<file path="src/rtl/div_unit_pkg.sv">
// -----------------------------------------------------------------------------
// div_unit_pkg -- shared definitions for the multi-cycle divider.
//   div_state_t : divider FSM states (FREE, BYZERO, ON, END)
//   DIV_STEPS   : number of restoring radix-2 iterations per divide
//   DIV_START / DIV_STOP, DIV_RESULT_READY / DIV_RESULT_NOT_READY :
//                 handshake encodings seen by the EX stage
// -----------------------------------------------------------------------------
package div_unit_pkg;

   typedef enum logic [1:0] {
      FREE   = 2'b00,
      BYZERO = 2'b01,
      ON     = 2'b10,
      END    = 2'b11
   } div_state_t;

   localparam int DIV_STEPS = 32;

   // Handshake encodings shared with the EX stage
   localparam logic DIV_START            = 1'b1;
   localparam logic DIV_STOP             = 1'b0;
   localparam logic DIV_RESULT_READY     = 1'b1;
   localparam logic DIV_RESULT_NOT_READY = 1'b0;

endpackage

</file>
<file path="src/rtl/div_unit.sv">
// -----------------------------------------------------------------------------
// div_unit -- 32-bit signed/unsigned restoring divider, one bit per cycle.
//
// Ports:
//   clk           clock, rising edge
//   rst           asynchronous active-low reset
//   signed_div_i  1 = signed (DIV), 0 = unsigned (DIVU)
//   opdata1_i     dividend
//   opdata2_i     divisor
//   start_i       request, held high until ready_o is seen
//   annul_i       cancels any divide in flight (priority over start_i)
//   result_o      {remainder, quotient}, registered
//   ready_o       registered, 1 = result_o valid
//
// Configuration macro: DIV_FAST_ZERO_EN -- when defined, a zero dividend
// (nonzero divisor) skips the iteration and completes through BYZERO.
// -----------------------------------------------------------------------------
module div_unit
   import div_unit_pkg::*;
(
   input  logic        clk,
   input  logic        rst,
   input  logic        signed_div_i,
   input  logic [31:0] opdata1_i,
   input  logic [31:0] opdata2_i,
   input  logic        start_i,
   input  logic        annul_i,
   output logic [63:0] result_o,
   output logic        ready_o
);

   div_state_t  r_state;
   logic [5:0]  r_cnt;
   logic [64:0] r_work;     // [64:33] partial remainder, [32:1]/[31:0] quotient
   logic [31:0] r_divisor;
   logic        r_neg_q;
   logic        r_neg_r;
   logic [63:0] r_result;
   logic        r_ready;

   logic [31:0] w_mag1;
   logic [31:0] w_mag2;
   logic [32:0] w_diff;
   logic [31:0] w_quot;
   logic [31:0] w_rem;
   logic        w_zero_path;

   // Operand magnitudes: negative operands are two's-complemented in signed mode
   assign w_mag1 = (signed_div_i && opdata1_i[31]) ? (~opdata1_i + 32'd1) : opdata1_i;
   assign w_mag2 = (signed_div_i && opdata2_i[31]) ? (~opdata2_i + 32'd1) : opdata2_i;

   // The working register is kept pre-shifted by one bit, so bits [63:32]
   // already hold the shifted partial remainder to test against the divisor.
   assign w_diff = {1'b0, r_work[63:32]} - {1'b0, r_divisor};

   // Sign fix-up applied once the iteration is complete
   assign w_quot = r_neg_q ? (~r_work[31:0] + 32'd1)  : r_work[31:0];
   assign w_rem  = r_neg_r ? (~r_work[64:33] + 32'd1) : r_work[64:33];

`ifdef DIV_FAST_ZERO_EN
   assign w_zero_path = (opdata2_i == 32'd0) || (opdata1_i == 32'd0);
`else
   assign w_zero_path = (opdata2_i == 32'd0);
`endif

   always_ff @(posedge clk or negedge rst) begin
      if (!rst) begin
         r_state   <= FREE;
         r_cnt     <= 6'd0;
         r_work    <= 65'd0;
         r_divisor <= 32'd0;
         r_neg_q   <= 1'b0;
         r_neg_r   <= 1'b0;
         r_result  <= 64'd0;
         r_ready   <= DIV_RESULT_NOT_READY;
      end else if (annul_i) begin
         r_state  <= FREE;
         r_cnt    <= 6'd0;
         r_work   <= 65'd0;
         r_result <= 64'd0;
         r_ready  <= DIV_RESULT_NOT_READY;
      end else begin
         case (r_state)
            FREE: begin
               r_result <= 64'd0;
               r_ready  <= DIV_RESULT_NOT_READY;
               if (start_i == DIV_START) begin
                  if (w_zero_path) begin
                     r_state <= BYZERO;
                  end else begin
                     r_state   <= ON;
                     r_cnt     <= 6'd0;
                     r_work    <= {32'd0, w_mag1, 1'b0};
                     r_divisor <= w_mag2;
                     r_neg_q   <= signed_div_i & (opdata1_i[31] ^ opdata2_i[31]);
                     r_neg_r   <= signed_div_i & opdata1_i[31];
                  end
               end
            end
            BYZERO: begin
               r_state  <= END;
               r_result <= 64'd0;
               r_ready  <= DIV_RESULT_READY;
            end
            ON: begin
               if (r_cnt == 6'(DIV_STEPS)) begin
                  r_state  <= END;
                  r_result <= {w_rem, w_quot};
                  r_ready  <= DIV_RESULT_READY;
               end else begin
                  // Negative difference: restore (plain shift, quotient bit 0)
                  if (w_diff[32])
                     r_work <= {r_work[63:0], 1'b0};
                  else
                     r_work <= {w_diff[31:0], r_work[31:0], 1'b1};
                  r_cnt <= r_cnt + 6'd1;
               end
            end
            END: begin
               if (start_i == DIV_STOP) begin
                  r_state  <= FREE;
                  r_result <= 64'd0;
                  r_ready  <= DIV_RESULT_NOT_READY;
               end
            end
            default: r_state <= FREE;
         endcase
      end
   end

   assign result_o = r_result;
   assign ready_o  = r_ready;

endmodule

</file>
<file path="config.mk">
export PLATFORM = sky130hd
export DESIGN_NAME = div_unit
export DESIGN_NICKNAME = d
export VERILOG_FILES = /design/src/rtl/div_unit_pkg.sv /design/src/rtl/div_unit.sv
export SDC_FILE = /design/constraint.sdc
export NUM_CORES = 1
export LEC_CHECK = 0
export CAP_MARGIN = 15
export CORE_MARGIN = 3
export CORE_UTILIZATION = 57
export DETAILED_ROUTE_END_ITERATION = 6
export PLACE_DENSITY = 0.81
export SYNTH_ARGS = -nofsm -noshare
export SYNTH_HDL_FRONTEND = slang
export SYNTH_SLANG_ARGS = --single-unit
</file>
<file path="constraint.sdc">
create_clock -name clk -period 3.75 [get_ports clk]
set_input_delay 0.75 -clock clk [delete_from_list [all_inputs] [get_ports clk]]
set_output_delay 0.75 -clock clk [all_outputs]
set_load 0.05 [all_outputs]
</file>
==> impl_metrics.py, run 1 <==
metrics = {
    "status": {
        "status": "finished, final reports clean",
    },
    "final_layout": {
        "fin_nets": 1613,
        "layout-drive-gt1-share_pct": 5.75,
        "num_antenna_cells": 0,
        "nFillCells": 1568,
        "utilization_pct": 69.6,
        "final_area_sq_um": 13700,
        "area_growth_syn_to_layout_pct": 18.7,
    },
    "placement": {
        "gp_congestion": 0.942,
        "dpl_cell_area_sq_um": 13100,
        "hpwl_um": 21900,
        "port_buffers": 133,
    },
    "worst_setup_path": {
        "path_common_cell": "a21oi_1",
        "start_kind": "flop",
        "worstPathMaxFanout": 15,
        "critPathCaptureType": "flop",
        "crit_family": "compound AO/OA/AOI/OAI gates",
        "max_stage_delay_ns": 0.44,
        "worst_ep_required_time_ns": 4.12,
        "crit_chain": "ha_1 -> fa_1 -> nor2b_1 -> o31a_1 -> nor2_1 -> o31ai_2 -> a31oi_1 -> a21oi_1 -> a21oi_1 -> o21ai_2 -> buf_4 -> mux2i_1 -> a22o_1",
        "worst-setup-path-type": "flop to flop",
        "path_buf_inv": 1,
        "slowest_stage": "dfrtp_1",
        "arrival_ns": 3.80,
    },
    "job": {
        "cap_violations": 0,
    },
    "grt": {
        "grt_pass1_wl_um": 48100,
        "track_usage_pct": 26.6,
        "grt_antenna_before_repair": 0,
        "grt-ovfl-total": 0,
        "grt_max_degree": 78,
        "grt_pass1_vias": 9595,
    },
    "power_and_ir_drop": {
        "p_comb_share_pct": 45.6,
        "power_mw": 8.00,
        "pwr-share-seq_pct": 33.1,
        "p_sw_mw": 3.49,
        "power_density_nw_per_um2": 583,
        "p_leak_nw": 5.96,
        "peakVddDrop_uv": 376,
        "clkPwrFrac_pct": 21.3,
        "intPower_mw": 4.50,
        "switching_share_pct": 43.7,
    },
    "clocking": {
        "holdBufCountCts": 0,
        "numCtsBuffers": 17,
        "cts.repair.resized": 0,
        "root_buffer": "clkbuf_16",
        "cts_tree": "done",
        "cts_buffer_depth": 2,
        "cts_setup_buffers": 0,
        "cts.clk_slew.worst_paths_ns": 0.07,
        "cts_htree_levels": 4,
        "cts.sinks": 172,
        "clk_latency_ns": 0.43,
    },
    "yosys": {
        "syn_area_per_cell_sq_um": 8.30,
        "syn_area_sq_um": 11600,
        "yosys_warnings": 0,
        "synth_cells": 1392,
        "ys.flop_type": "dfrtp_1",
        "synth_edf_count": 0,
        "yosys.cell_types.count": 69,
        "synth_nets": 1505,
        "synthArstFlopShare_pct": 100,
        "ys_ff_latch": 172,
        "yosysSeqAreaShare_pct": 37.2,
    },
    "sta": {
        "slew_viol_final": 0,
        "period_needed_ns": 3.43,
        "period_share_pct": 91.4,
        "worst_slew_pin_slew_ns": 0.826,
        "setup_violations": 0,
        "fin_hold_ws_ns": 0.310,
        "max-slew-margin-rel_pct": 44.7,
        "fmax_mhz": 292,
        "tns_ns": 0,
        "worst_clock_skew_ns": 0.00812,
        "hold_viol_final": 0,
        "rsz0062_at_grt": "false",
    },
    "floorplanning": {
        "floorplan.core_area_sq_um": 19700,
        "fp.dieW_um": 148,
        "fp.dieH_um": 148,
        "die-area_sq_um": 22000,
        "initial_utilization_pct": 58.6,
        "pin_count": 134,
        "num_rows": 51,
    },
    "drt": {
        "antenna_left": 0,
        "drc": 0,
        "drtIter0Drc": 817,
        "wl_um": 29000,
        "wl_met1_um": 13900,
        "detail_route.wl_per_cell_um": 16.3,
        "vias_per_cell": 5.81,
        "dr_wl_met3_um": 2050,
        "firstDrtPassIters": 5,
        "num_vias": 10300,
        "routed.top_layer": "met4",
        "dr_wl_met2_um": 12600,
    },
    "min_path": {
        "hp-class": "input pin to async pin",
    },
}
[sequential cells by signal (all words and copies together), names as in the netlist]
| name | count |
|---|---|
| r_work | 65 |
| result_o | 64 |
| r_divisor | 32 |
| r_cnt | 6 |
| r_state | 2 |
| r_neg_q | 1 |
| r_neg_r | 1 |
| ready_o | 1 |
[final timing paths]
path,startpoint,to,slack [ns],cells past startpoint
max,r_divisor[0],r_work[34],0.32,13
min,rst,result_o[49],0.31,1
max reg2reg,r_divisor[0],r_work[34],0.32,13
min reg2reg,result_o[48],result_o[48],0.48,2
max in group asynchronous,rst,r_work[15],2.62,2
min in group clk,result_o[48],result_o[48],0.48,2
[power groups by stage]
stage | registers [mW] | logic, mW | clock network (mW)
after floorplan | 2.83 | 2.43 | 0
after CTS | 2.64 | 3.63 | 1.73
after global placement | 2.64 | 3.52 | 0
after detailed placement | 2.67 | 3.61 | 0
after global routing | 2.70 | 4.03 | 1.82
final | 2.65 | 3.64 | 1.70
[routing by layer]
metal	up-vias	track usage [%]
met4	0	6.37
met3	42	4.24
met5	-	0
met2	373	39.8
li1	5047	-
met1	4868	40.8
[logic make-up after synthesis]
logic type	synth area share, %
simple gates	18.4
compound gates	20.3
flops	37.2
xor+xnor	11.2
buf+inv	5.20
fa+ha+maj	4.83
mux	2.86
[cell usage after synthesis (4+ instances only)]
library cell | n | area share, %
inv_1 | 50 | 1.6
buf_2 | 8 | 0.35
dfrtp_1 | 172 | 37
nor3_1 | 19 | 0.82
nand2_1 | 253 | 8.2
buf_4 | 8 | 0.52
nor2_1 | 86 | 2.8
o21ai_1 | 12 | 0.52
nor2b_1 | 12 | 0.65
and3_1 | 6 | 0.32
nor4_1 | 7 | 0.38
clkbuf_2 | 5 | 0.22
clkbuf_1 | 45 | 1.5
nand3_1 | 14 | 0.61
a31oi_1 | 5 | 0.27
nor3b_1 | 4 | 0.26
xor2_1 | 87 | 6.6
or3_1 | 8 | 0.43
a211oi_1 | 6 | 0.39
a21oi_1 | 121 | 5.2
o31ai_1 | 34 | 2.2
nand2b_1 | 19 | 1.0
and2_1 | 6 | 0.32
ha_1 | 43 | 4.7
o41ai_1 | 11 | 0.83
o21ai_0 | 157 | 6.8
a32oi_1 | 7 | 0.53
buf_6 | 4 | 0.39
o21a_1 | 4 | 0.26
or4_1 | 12 | 0.78
xnor2_1 | 61 | 4.6
a21o_1 | 10 | 0.65
mux2i_1 | 33 | 2.9
nand4_1 | 7 | 0.38
a22o_1 | 4 | 0.30
[cell usage in the layout, fill, tap and decap left out, types with 11 or more instances in the layout]
cell type / n
nand2_1: 253
nand2b_1: 19
nor2b_1: 12
o21ai_1: 11
nand3_1: 14
dfrtp_1: 172
or4_1: 12
inv_1: 50
clkdlybuf4s50_1: 132
buf_4: 28
clkbuf_16: 17
o41ai_1: 11
a21oi_1: 120
nor2_1: 86
o31ai_1: 33
xor2_1: 87
o21ai_0: 157
nor3_1: 19
ha_1: 42
xnor2_1: 61
mux2i_1: 33
[through the flow]
stage                     instances  worst slack (ns)
after floorplan                1392             0.666
after global placement         1746             0.154
final                          1778             0.322
after detailed placement       1746            0.0104
after CTS                      1778             0.289
after global routing           1778            0.0797
[final cells by class]
cell class | instances | area, sq um | area share, %
Clock buffer | 17 | 425 | 3.10
Clock inverter | 15 | 139 | 1.01
Inverter | 50 | 188 | 1.37
Multi-Input combinational cell | 1093 | 6690 | 48.8
Sequential cell | 172 | 4300 | 31.4
Tap cell | 265 | 332 | 2.42
Timing Repair Buffer | 166 | 1640 | 12.0
Power figures use the tool's default switching activity.
==> inputs of run 2 (changes only) <==
--- a/config.mk
+++ b/config.mk
@@ -7,9 +7,10 @@
 export LEC_CHECK = 0
 export CAP_MARGIN = 15
 export CORE_MARGIN = 3
-export CORE_UTILIZATION = 57
+export CORE_UTILIZATION = 52
 export DETAILED_ROUTE_END_ITERATION = 6
-export PLACE_DENSITY = 0.81
+export PLACE_DENSITY = 0.78
+export SKIP_LAST_GASP = 1
 export SYNTH_ARGS = -nofsm -noshare
 export SYNTH_HDL_FRONTEND = slang
 export SYNTH_SLANG_ARGS = --single-unit
==> constraint.sdc (replaced) <==
create_clock -name clk -period 2.75 [get_ports clk]
set_input_delay 0.4125 -clock clk [delete_from_list [all_inputs] [get_ports clk]]
set_output_delay 0.4125 -clock clk [all_outputs]
set_load 0.05 [all_outputs]
==> impl_metrics.py, run 2 (same netlist as run 1, synthesis figures left out) <==
metrics = {
    "status": {
        "status": "finished, violations left",
        "failed_checks": "setup timing",
    },
    "final_layout": {
        "regArea_sq_um": 4310,
        "finalNonFillerCells": 1985,
        "regMostFlops": "r_work",
        "fin_nets": 1810,
        "nFillCells": 1542,
        "utilization_pct": 73.6,
        "num_antenna_cells": 0,
        "layout_common_cells": "nand2_1, buf_4, dfrtp_1, o21ai_0, clkdlybuf4s50_1",
        "multi_input_area_sq_um": 7080,
        "area_growth_syn_to_layout_pct": 36.4,
        "final_area_sq_um": 15800,
        "largest_reg_flops": 65,
        "final_common_cell": "nand2_1",
        "layout-drive-gt1-share_pct": 20.4,
    },
    "worst_setup_path": {
        "critPathLaunch": "r_divisor[0]",
        "worstPathMaxFanout": 6,
        "r2r_slack_ns": -0.21,
        "critPathCaptureType": "flop",
        "worst-setup-path-type": "flop to flop",
        "arrival_ns": 3.27,
        "ff2ff_path_depth": 14,
        "start_kind": "flop",
        "crit_chain": "ha_2 -> fa_2 -> nor2b_2 -> o31a_1 -> nor2_2 -> o31ai_4 -> a31oi_4 -> a21oi_2 -> a21oi_2 -> o21ai_4 -> buf_6 -> buf_6 -> mux2i_1 -> o21ai_1",
        "rr_startpoint": "r_divisor[0]",
        "max_stage_delay_ns": 0.42,
        "slowest_stage": "dfrtp_1",
        "worst_ep_required_time_ns": 3.07,
    },
    "sta": {
        "worst_slew_pin_slew_ns": 0.946,
        "period_share_pct": 108,
        "setup_violations": 38,
        "hold_viol_final": 0,
        "rsz0062_at_grt": "true",
        "fmax_mhz": 338,
        "fin_ws_ns": -0.208,
        "worst_clock_skew_ns": 0.0129,
        "max-slew-margin-rel_pct": 36.9,
        "slew_viol_final": 0,
        "period_needed_ns": 2.96,
        "tns_ns": -4.49,
    },
    "clocking": {
        "cts_tree": "done",
        "root_buffer": "clkbuf_16",
        "numCtsBuffers": 17,
        "cts_htree_levels": 4,
        "clk_latency_ns": 0.43,
        "cts.sinks": 172,
        "cts.clk_slew.worst_paths_ns": 0.07,
        "cts_buffer_depth": 2,
    },
    "floorplanning": {
        "initial_utilization_pct": 54.0,
        "die-area_sq_um": 24100,
        "floorplan.core_area_sq_um": 21400,
        "fp.dieW_um": 155,
        "num_rows": 53,
        "pin_count": 134,
        "fp.dieH_um": 155,
    },
    "drt": {
        "drtIter0Drc": 971,
        "vias_per_cell": 5.77,
        "wl_um": 34900,
        "firstDrtPassIters": 6,
        "antenna_left": 0,
        "detail_route.wl_per_cell_um": 17.6,
        "num_vias": 11400,
        "drc": 0,
    },
    "grt": {
        "track_usage_pct": 27.7,
        "grt_pass1_vias": 10800,
        "grt_antenna_before_repair": 0,
        "grt_max_degree": 77,
        "grt-ovfl-total": 0,
        "grt_pass1_wl_um": 54600,
    },
    "placement": {
        "gp_congestion": 0.957,
        "port_buffers": 133,
        "dpl.cell_count": 1928,
        "hpwl_um": 25200,
        "dpl_cell_area_sq_um": 14600,
    },
    "power_and_ir_drop": {
        "peakVddDrop_uv": 641,
        "p_leak_nw": 7.08,
        "power_density_nw_per_um2": 785,
    },
    "min_path": {
        "hp-class": "input pin to flop",
        "hp-start": "opdata2_i[7]",
        "whs_path_depth": 5,
    },
    "job": {
        "cap_violations": 0,
    },
}
## run 2: stage by stage
step                      hold WS (ns)  setup WS [ns]  power (mW)
after detailed placement         0.399         -0.533        9.42
after global routing             0.509         -0.320        13.1
after global placement           0.388         -0.501        9.23
after CTS                        0.485         -0.162        12.0
final                            0.444         -0.208        12.4
after floorplan                  0.117         -0.106        7.21
## run 2: path summary, 6_finish.rpt
path / to
max in group asynchronous: result_o[2]
setup / recovery: r_work[44]
setup reg to reg: r_work[44]
hold / removal: r_divisor[7]
min in group asynchronous: result_o[44]
hold reg to reg: result_o[37]
## run 2: worst max-delay path, delay by kind of cell (launching register included)
kind            cells  cell delay [ns]
simple gates        2             0.21
mux                 1             0.22
compound gates      7             1.16
fa+ha+maj           2             0.54
buf+inv             2             0.29
flops               1             0.42
## run 2: area by class of cell
class | instances | share of cell area, %
multi-input cells | 1093 | 44.9
repair buffers | 363 | 20.7
clock buffers | 17 | 2.70
clock inverters | 15 | 0.976
inverters | 50 | 1.19
well taps | 275 | 2.18
flip-flops and latches | 172 | 27.3
## run 2: metal layers
metal,wire length (um),GRT usage [%],vias up
met5,0,0,-
met4,677,6.94,0
met3,2690,4.26,67
met2,15900,43.6,503
met1,15600,40.4,5432
li1,-,-,5445
## run 2: power by group
group | switching, mW | total, mW | internal, mW
logic | 3.73 | 6.43 | 2.70
registers | 0.478 | 3.55 | 3.07
clock network | 1.11 | 2.39 | 1.28
total | 5.32 | 12.4 | 7.05
## run 2: timing repair
item                       in CTS  in global routing
gates resized for setup        56                 51
hold endpoints to repair       48                  0
setup buffers                  10                 12
cloned                          2                  2
setup endpoints to repair      42                111
pin swaps                      29                 27
hold buffers                    1                  0
==> inputs of run 3 (changes only) <==
--- a/config.mk
+++ b/config.mk
@@ -9,6 +9,7 @@
 export CORE_MARGIN = 3
 export CORE_UTILIZATION = 52
 export DETAILED_ROUTE_END_ITERATION = 6
+export MAX_ROUTING_LAYER = met4
 export PLACE_DENSITY = 0.78
 export SKIP_LAST_GASP = 1
 export SYNTH_ARGS = -nofsm -noshare
==> impl_metrics.py, run 3 (same netlist as run 1, synthesis figures left out) <==
metrics = {
    "clocking": {
        "holdBufCountCts": 0,
        "cts_buffer_depth": 2,
        "cts_htree_levels": 4,
        "cts_tree": "done",
        "root_buffer": "clkbuf_16",
        "cts.clk_slew.worst_paths_ns": 0.08,
        "clk_latency_ns": 0.44,
        "cts.sinks": 172,
        "numCtsBuffers": 17,
    },
    "drt": {
        "detail_route.wl_per_cell_um": 18.2,
        "drc": 0,
        "antenna_left": 0,
        "vias_per_cell": 5.87,
        "num_vias": 11700,
        "firstDrtPassIters": 6,
        "wl_um": 36300,
        "drtIter0Drc": 1072,
    },
    "power_and_ir_drop": {
        "peakVddDrop_uv": 515,
        "clkPwrFrac_pct": 19.8,
        "power_density_nw_per_um2": 804,
        "p_sw_mw": 5.59,
        "p_comb_share_pct": 52.8,
        "switching_share_pct": 43.6,
        "intPower_mw": 7.22,
        "p_leak_nw": 7.17,
        "pwr-share-seq_pct": 27.4,
        "power_mw": 12.8,
    },
    "floorplanning": {
        "floorplan.core_area_sq_um": 21400,
        "fp.dieW_um": 155,
        "pin_count": 134,
        "initial_utilization_pct": 54.0,
        "num_rows": 53,
        "fp.dieH_um": 155,
        "die-area_sq_um": 24100,
    },
    "sta": {
        "hold_viol_final": 0,
        "fmax_mhz": 328,
        "max-slew-margin-rel_pct": 47.5,
        "rsz0062_at_grt": "true",
        "worst_clock_skew_ns": 0.0144,
        "period_needed_ns": 3.05,
        "slew_viol_final": 0,
        "fin_ws_ns": -0.301,
        "tns_ns": -9.55,
        "worst_slew_pin_slew_ns": 0.787,
        "period_share_pct": 111,
        "fin_hold_ws_ns": 0.0142,
        "setup_violations": 43,
    },
    "grt": {
        "grt_max_degree": 84,
        "track_usage_pct": 29.1,
        "grt-ovfl-total": 0,
        "grt_pass1_wl_um": 55400,
        "grt_pass1_vias": 10800,
        "grt_antenna_before_repair": 0,
    },
    "final_layout": {
        "final_area_sq_um": 15900,
        "layout_common_cells": "nand2_1, buf_4, dfrtp_1, clkdlybuf4s50_1, o21ai_0",
        "num_antenna_cells": 0,
        "multi_input_area_sq_um": 7100,
        "final_common_cell": "nand2_1",
        "regMostFlops": "r_work",
        "area_growth_syn_to_layout_pct": 37.8,
        "nFillCells": 1473,
        "largest_reg_flops": 65,
        "utilization_pct": 74.4,
        "regArea_sq_um": 4310,
        "layout-drive-gt1-share_pct": 20.5,
        "fin_nets": 1815,
    },
    "placement": {
        "hpwl_um": 25200,
        "port_buffers": 133,
        "gp_congestion": 0.989,
        "dpl_cell_area_sq_um": 14600,
    },
    "worst_setup_path": {
        "critPathCaptureType": "flop",
        "worst-setup-path-type": "flop to flop",
        "worstPathMaxFanout": 4,
        "start_kind": "flop",
        "ff2ff_path_depth": 9,
        "rr_startpoint": "r_work[2]",
        "r2r_slack_ns": -0.30,
        "reg2reg_to": "result_o[31]",
        "arrival_ns": 3.36,
        "worst_ep_required_time_ns": 3.06,
    },
    "job": {
        "cap_violations": 0,
    },
    "status": {
        "failed_checks": "setup timing",
        "status": "finished, violations left",
    },
    "min_path": {
        "hp-class": "input pin to async pin",
    },
}
-- run 3: final cells by class --
cell class                      instances  area share [%]
Clock buffer                           17            2.67
Clock inverter                         15            1.19
Inverter                               50            1.18
Multi-Input combinational cell       1093            44.6
Sequential cell                       172            27.0
Tap cell                              275            2.16
Timing Repair Buffer                  368            21.2
-- run 3: power by group through the flow --
stage | Sequential, mW | Clock (mW) | Combinational [mW]
3_3_place_gp | 3.46 | 0 | 5.79
3_5_place_dp | 3.50 | 0 | 5.95
2_1_floorplan | 3.86 | 0 | 3.34
6_report | 3.51 | 2.54 | 6.77
4_1_cts | 3.47 | 2.52 | 6.24
5_1_grt | 3.56 | 2.64 | 7.25
-- run 3: worst max-delay path: stages (launching register included) --
cell and delay (ns):
dfrtp_1 0.40, or3_4 0.42, nor3_4 0.20, nand3_2 0.14, or4_4 0.45, or4_4 0.44
nand2b_4 0.19, o41ai_4 0.33, xor2_1 0.23, o21ai_1 0.10
-- run 3: per-stage QoR --
stage | setup WS [ns] | instances
floorplan | -0.106 | 1392
global placement | -0.415 | 1930
detailed placement | -0.557 | 1930
CTS | -0.291 | 1979
global route | -0.393 | 1990
finish | -0.301 | 1990
-- run 3: worst max path at each step --
stage	start	end	slack [ns]	depth (start not counted)
2_1_floorplan	r_divisor[0]	r_work[45]	-0.11	14
3_3_place_gp	opdata2_i[0]	r_work[52]	-0.41	12
3_5_place_dp	opdata2_i[0]	r_work[52]	-0.56	12
4_1_cts	r_divisor[0]	r_work[58]	-0.29	14
5_1_grt	r_divisor[0]	r_work[46]	-0.39	14
6_report	r_work[2]	result_o[31]	-0.30	9
-- run 3: per-layer routing --
metal | vias up | global-route usage (%) | share of wire [%] | wire length (um)
met5 | - | - | 0 | 0
met4 | 0 | 9.21 | 2.4 | 856
met3 | 77 | 3.70 | 8.1 | 2950
met2 | 564 | 43.8 | 46 | 16600
met1 | 5592 | 41.2 | 44 | 15900
li1 | 5446 | - | - | -
-- run 3: repair_timing --
action | in CTS | in global routing
endpoints found under the setup margin | 43 | 118
setup buffers | 15 | 9
resized for setup | 23 | 95
cloned | 2 | 3
pin swaps | 13 | 33
